### src/rtl/moonbase_pdp8_memif.sv
// Bus slave for the moonbase PDP-8 multiplexed CPU bus: decodes address/IO/data
// beats, serves read nibbles from a word array, commits writes, bridges IO cycles.
module moonbase_pdp8_memif #(
    parameter int          DEPTH_LOG2 = 6,
    parameter logic [11:0] WINDOW     = 12'o0200
) (
    input  logic        clk,
    input  logic        reset_n,
    input  logic [7:0]  bus_in,
    output logic [3:0]  cpu_din,
    input  logic        irq,
    output logic [5:0]  io_dev,
    output logic [2:0]  io_fn,
    output logic [11:0] io_wdata,
    output logic        io_wr_stb,
    output logic        io_rd_stb,
    input  logic [11:0] io_rdata,
    input  logic        io_ready,
    input  logic        io_skip,
    input  logic        ld_valid,
    output logic        ld_ready,
    input  logic [11:0] ld_addr,
    input  logic [11:0] ld_data,
    output logic        proto_err
);

    localparam logic [2:0] S_LO = 3'd0;
    localparam logic [2:0] S_HI = 3'd1;
    localparam logic [2:0] S_D0 = 3'd2;
    localparam logic [2:0] S_D1 = 3'd3;
    localparam logic [2:0] S_D2 = 3'd4;

    logic [2:0]  state;
    logic [11:0] addr;
    logic        is_io;
    logic        dir;
    logic [7:0]  wbuf;
    logic [11:0] rbuf;
    logic        irq_s1, irq_s2;
    logic [11:0] mem [2**DEPTH_LOG2];

    // 011w1fff matches neither intro nor a legal data index, so it is a violation.
    logic       is_alo, is_ahi, is_intro, is_data, bw;
    logic [1:0] idx;
    assign is_alo   = (bus_in[7:6] == 2'b10);
    assign is_ahi   = (bus_in[7:6] == 2'b11);
    assign is_intro = (bus_in[7:5] == 3'b011) && !bus_in[3];
    assign is_data  = !bus_in[7] && (bus_in[6:5] != 2'b11);
    assign idx      = bus_in[6:5];
    assign bw       = bus_in[4];

    logic        in_win, ld_in_win, fin_ok, mem_commit;
    logic [11:0] mem_word, rd_word;
    assign in_win    = (addr[11:DEPTH_LOG2] == WINDOW[11:DEPTH_LOG2]);
    assign ld_in_win = (ld_addr[11:DEPTH_LOG2] == WINDOW[11:DEPTH_LOG2]);
    assign mem_word  = in_win ? mem[addr[DEPTH_LOG2-1:0]] : 12'o0000;
    assign rd_word   = is_io ? rbuf : mem_word;

    assign fin_ok     = (state == S_D2) && is_data && (idx == 2'b10) && (bw == dir);
    assign mem_commit = reset_n && fin_ok && !is_io && dir && in_win;
    assign ld_ready   = !mem_commit;

    always_comb begin
        cpu_din = 4'h0;
        if (is_alo || is_ahi) begin
            cpu_din = {3'b0, irq_s2};
        end else if (is_intro) begin
            cpu_din = {2'b0, io_skip, io_ready};
        end else if (is_data && !bw) begin
            case (idx)
                2'b00:   cpu_din = rd_word[11:8];
                2'b01:   cpu_din = rd_word[7:4];
                default: cpu_din = rd_word[3:0];
            endcase
        end
    end

    always_ff @(posedge clk) begin
        if (!reset_n) begin
            state     <= S_LO;
            addr      <= '0;
            is_io     <= 1'b0;
            dir       <= 1'b0;
            wbuf      <= '0;
            rbuf      <= '0;
            irq_s1    <= 1'b0;
            irq_s2    <= 1'b0;
            proto_err <= 1'b0;
            io_dev    <= '0;
            io_fn     <= '0;
            io_wdata  <= '0;
            io_wr_stb <= 1'b0;
            io_rd_stb <= 1'b0;
        end else begin
            irq_s1    <= irq;
            irq_s2    <= irq_s1;
            io_wr_stb <= 1'b0;
            io_rd_stb <= 1'b0;
            if (is_alo) begin
                addr[5:0] <= bus_in[5:0];
                is_io     <= 1'b0;
                state     <= S_HI;
                if (state != S_LO) proto_err <= 1'b1;
            end else begin
                case (state)
                    S_LO: proto_err <= 1'b1;
                    S_HI: begin
                        if (is_ahi) begin
                            addr[11:6] <= bus_in[5:0];
                            state      <= S_D0;
                        end else begin
                            proto_err <= 1'b1;
                            state     <= S_LO;
                        end
                    end
                    S_D0: begin
                        if (is_intro && !is_io) begin
                            is_io  <= 1'b1;
                            dir    <= bw;
                            io_fn  <= bus_in[2:0];
                            rbuf   <= io_rdata;
                            io_dev <= addr[5:0];
                        end else if (is_data && idx == 2'b00 && !(is_io && bw != dir)) begin
                            dir       <= bw;
                            wbuf[3:0] <= bus_in[3:0];
                            state     <= S_D1;
                        end else begin
                            proto_err <= 1'b1;
                            state     <= S_LO;
                        end
                    end
                    S_D1: begin
                        if (is_data && idx == 2'b01 && bw == dir) begin
                            wbuf[7:4] <= bus_in[3:0];
                            state     <= S_D2;
                        end else begin
                            proto_err <= 1'b1;
                            state     <= S_LO;
                        end
                    end
                    S_D2: begin
                        state <= S_LO;
                        if (!fin_ok) begin
                            proto_err <= 1'b1;
                        end else if (is_io && dir) begin
                            io_wdata  <= {bus_in[3:0], wbuf};
                            io_wr_stb <= 1'b1;
                        end else if (is_io) begin
                            io_rd_stb <= 1'b1;
                        end
                    end
                    default: state <= S_LO;
                endcase
            end
        end
    end

    // Array survives reset; CPU commits take the single write port over preload.
    always_ff @(posedge clk) begin
        if (mem_commit)
            mem[addr[DEPTH_LOG2-1:0]] <= {bus_in[3:0], wbuf};
        else if (ld_valid && ld_in_win)
            mem[ld_addr[DEPTH_LOG2-1:0]] <= ld_data;
    end

endmodule

### config.mk
export PLATFORM = sky130hd
export DESIGN_NAME = moonbase_pdp8_memif
export DESIGN_NICKNAME = d
export VERILOG_FILES = /design/src/rtl/moonbase_pdp8_memif.sv
export SDC_FILE = /design/constraint.sdc
export NUM_CORES = 1
export LEC_CHECK = 0
export ABC_AREA = 1
export BUFFER_PORTS_ARGS = -buffer_cell sky130_fd_sc_hd__clkbuf_2
export CAP_MARGIN = 20
export CORE_MARGIN = 2
export CORE_UTILIZATION = 50
export CTS_CLUSTER_DIAMETER = 150
export DETAILED_ROUTE_END_ITERATION = 8
export HOLD_SLACK_MARGIN = 0.1
export PLACE_DENSITY = 0.62
export REMOVE_ABC_BUFFERS = 1
export SKIP_CTS_REPAIR_TIMING = 1
export SLEW_MARGIN = 20
export SYNTH_ARGS = -nofsm -noshare
export SYNTH_HDL_FRONTEND = slang
export SYNTH_SLANG_ARGS = --single-unit
### constraint.sdc
create_clock -name clk -period 8.61 [get_ports clk]
set_input_delay 0.861 -clock clk [delete_from_list [all_inputs] [get_ports clk]]
set_output_delay 0.861 -clock clk [all_outputs]
set_load 0.1 [all_outputs]
==> impl_metrics.py <==
metrics = {
    "die": {
        "core_area_um2": 67300,
        "die_area_um2": 70100,
        "start_util": 0.505,
        "chipWidth_um": 265,
        "io_pins": 79,
        "die_y_um": 265,
        "std_cell_rows": 95,
    },
    "route": {
        "route.detailed.wl_per_inst_um": 22.9,
        "firstDrtPassIters": 5,
        "vias": 23200,
        "drt_iter0_drc": 2800,
        "vias_per_cell": 5.79,
        "remaining_drc_errors": 0,
        "wirelength_um": 91500,
        "ant_nets": 0,
    },
    "clocking": {
        "htreeDepth": 3,
        "clk-insertion-delay-late_ns": 0.62,
        "cts_tree": "built",
        "numCtsBuffers": 83,
        "cts_sinks": 837,
        "cts-root-buf": "clkbuf_16",
        "clk_pin_slew_ns": 0.06,
        "cts_buffer_depth": 3,
    },
    "synth": {
        "synth_area_leaders": "edfxtp_1 (68%), nand2_1 (9.8%), nand3_1 (8.4%)",
        "synthTopCellsByCount": "nand2_1 (885), edfxtp_1 (768), nand3_1 (568), nor2_1 (220), clkbuf_1 (100)",
        "yosysWarningCount": 0,
        "ys.flop_type": "edfxtp_1",
        "ys_ff_latch": 837,
        "synth_top_family_by_area": "simple AND/OR/NAND/NOR gates",
        "avgSynthCellArea_um2": 11.3,
        "synth_most_common_cell": "nand2_1",
        "async_reset_ff_frac": 0,
        "yosysTopAreaCell": "edfxtp_1",
        "synth-simple-area-share": 0.215,
        "syn-instance-count": 2997,
        "synth-xor-area-share": 0.000478,
        "synth_edf_count": 768,
        "synth_fa_ha_area_frac": 0,
        "yosys.area.top_type_share": 0.678,
        "synth-compound-area-share": 0.0338,
        "synth_area_um2": 34000,
        "synth.area.mux_share": 0.00398,
        "yosys.cell_types.count": 39,
        "ys_seq_area_frac": 0.719,
    },
    "critical_path": {
        "cp-end-kind": "output port",
        "crit_type": "reg2out",
        "critPathBufInv": 3,
        "start_kind": "register",
        "cpPeakStageDelay_ns": 0.88,
        "path_max_fanout": 92,
        "worst_path_max_delay_cell": "buf_4",
        "cp_data_required_time_ns": 7.75,
        "cp.arrival_ns": 4.60,
        "crit_family": "buffers and inverters",
        "crit_chain": "buf_4 > buf_4 > nand2_1 > nand3_1 > nand3_1 > a21oi_1 > o21ai_0 > nand2_1 > nand2_1 > o21bai_1 > nand4_1 > nand2_1 > clkbuf_2",
        "worst_path_most_repeated_cell": "nand2_1",
    },
    "power_and_ir_drop": {
        "peakVddDrop_mv": 0.146,
        "p_total_mw": 8.28,
        "total_leakage_power_nw": 14.3,
        "power_density_nw_per_um2": 218,
    },
    "run_status": {
        "status": "complete, no violations",
    },
    "global_routing": {
        "grt_pass1_vias": 22100,
        "antenna_found_initial": 1,
        "grt_util_all_layers": 0.262,
        "grt_pass1_wl_um": 138000,
        "grt_overflow": 0,
        "grt_max_degree": 177,
    },
    "placed_design": {
        "place_ws_ns": 3.85,
        "place_congestion": 0.944,
        "dp_hpwl_um": 51400,
        "placed_cells": 3854,
        "port_buffers": 78,
    },
    "min_path": {
        "hp-class": "reg2reg",
    },
    "timing": {
        "hold_viol_final": 0,
        "slew_headroom": 0.292,
        "fin_ws_ns": 3.15,
        "setup_viol": 0,
        "timing.fmax_ghz": 0.183,
        "rsz0062_at_grt": "false",
        "fin_hold_ws_ns": 0.431,
        "min_period_ns": 5.46,
        "min_period_over_period": 0.634,
        "skew_ns": 0.0182,
        "tightest_slew_ns": 1.06,
        "setup_tns_ns": 0,
        "slew_violations": 0,
    },
    "finish": {
        "fin_nets": 3117,
        "drive_gt1_frac": 0.105,
        "finalNonFillerCells": 4001,
        "fillCellCount": 5630,
        "syn_to_final_growth_pct": 11.7,
    },
    "run": {
        "drv_cap": 0,
    },
}
worst paths after layout:
kind                  from          to  slack, ns  cells after the start
setup reg to reg     is_io   mem[9][6]       4.53                      9
hold reg to reg     irq_s1      irq_s2       0.43                      2
setup / recovery  register  cpu_din[1]       3.15                     13
hold / removal      irq_s1      irq_s2       0.43                      2
metrics by stage:
stage	util	instance area, µm²
floorplan	-	33300
global placement	0.527	35500
detailed placement	0.527	35500
CTS	0.564	38000
global route	0.565	38000
finish	0.565	38000
state kept, by name (all words and copies together), names as in the netlist, named ones only:
signal / cells
proto_err: 1
is_io: 1
addr: 12
io_wr_stb: 1
mem: 768
dir: 1
wbuf: 8
state: 3
io_dev: 6
io_fn: 3
io_wdata: 12
rbuf: 12
irq_s2: 1
io_rd_stb: 1
irq_s1: 1
area by class of cell:
| type | instances | area [µm²] | share of cell area |
|---|---|---|---|
| Clock buffer | 114 | 2300 | 0.0605 |
| Sequential cell | 837 | 24500 | 0.644 |
| Inverter | 57 | 231 | 0.00609 |
| Multi-Input combinational cell | 1921 | 8620 | 0.227 |
| Timing Repair Buffer | 167 | 1080 | 0.0285 |
| Antenna cell | 1 | 2.50 | 0.0000659 |
| Clock inverter | 31 | 200 | 0.00527 |
| Tap cell | 873 | 1090 | 0.0288 |
power by group:
| part | switching [mW] | internal, mW |
|---|---|---|
| clock network | 1.47 | 1.92 |
| registers | 0.0148 | 4.40 |
| logic | 0.362 | 0.117 |
| total | 1.85 | 6.44 |
per-layer routing:
metal / global-route usage / part of all wire / up-vias
met4: 0.0838 / 0.025 / 0
met3: 0.0328 / 0.076 / 131
met2: 0.404 / 0.46 / 1028
met1: 0.390 / 0.44 / 11400
met5: 0 / 0 / -
li1: - / - / 10700
kinds of logic (layout without fill, tap and decap cells):
group,count (synthesis),in the layout
xor gates and xnor gates,1,1
AOI/OAI and AO/OA,203,203
buffers and inverters,239,369
muxes,12,12
and+or+nand+nor,1705,1705
DFF,837,837
other,0,1
cells in the final DEF (no fill, tap or decap), types with 10 or more instances in the layout:
cell type,instances
a21oi_1,62
buf_4,87
clkbuf_1,24
clkbuf_16,86
clkbuf_2,78
clkinv_1,17
clkinv_2,10
dfxtp_1,65
edfxtp_1,768
inv_1,45
mux2_2,12
nand2_1,885
nand3_1,568
nor2_1,215
o21ai_0,97
o31ai_1,17
tightest hold or removal path, stage by stage, from the launching register on:
cell	delay, ns
dfxtp_1	0.31
nand2_1	0.05
inv_1	0.04
(Power assumes the default switching activity.)
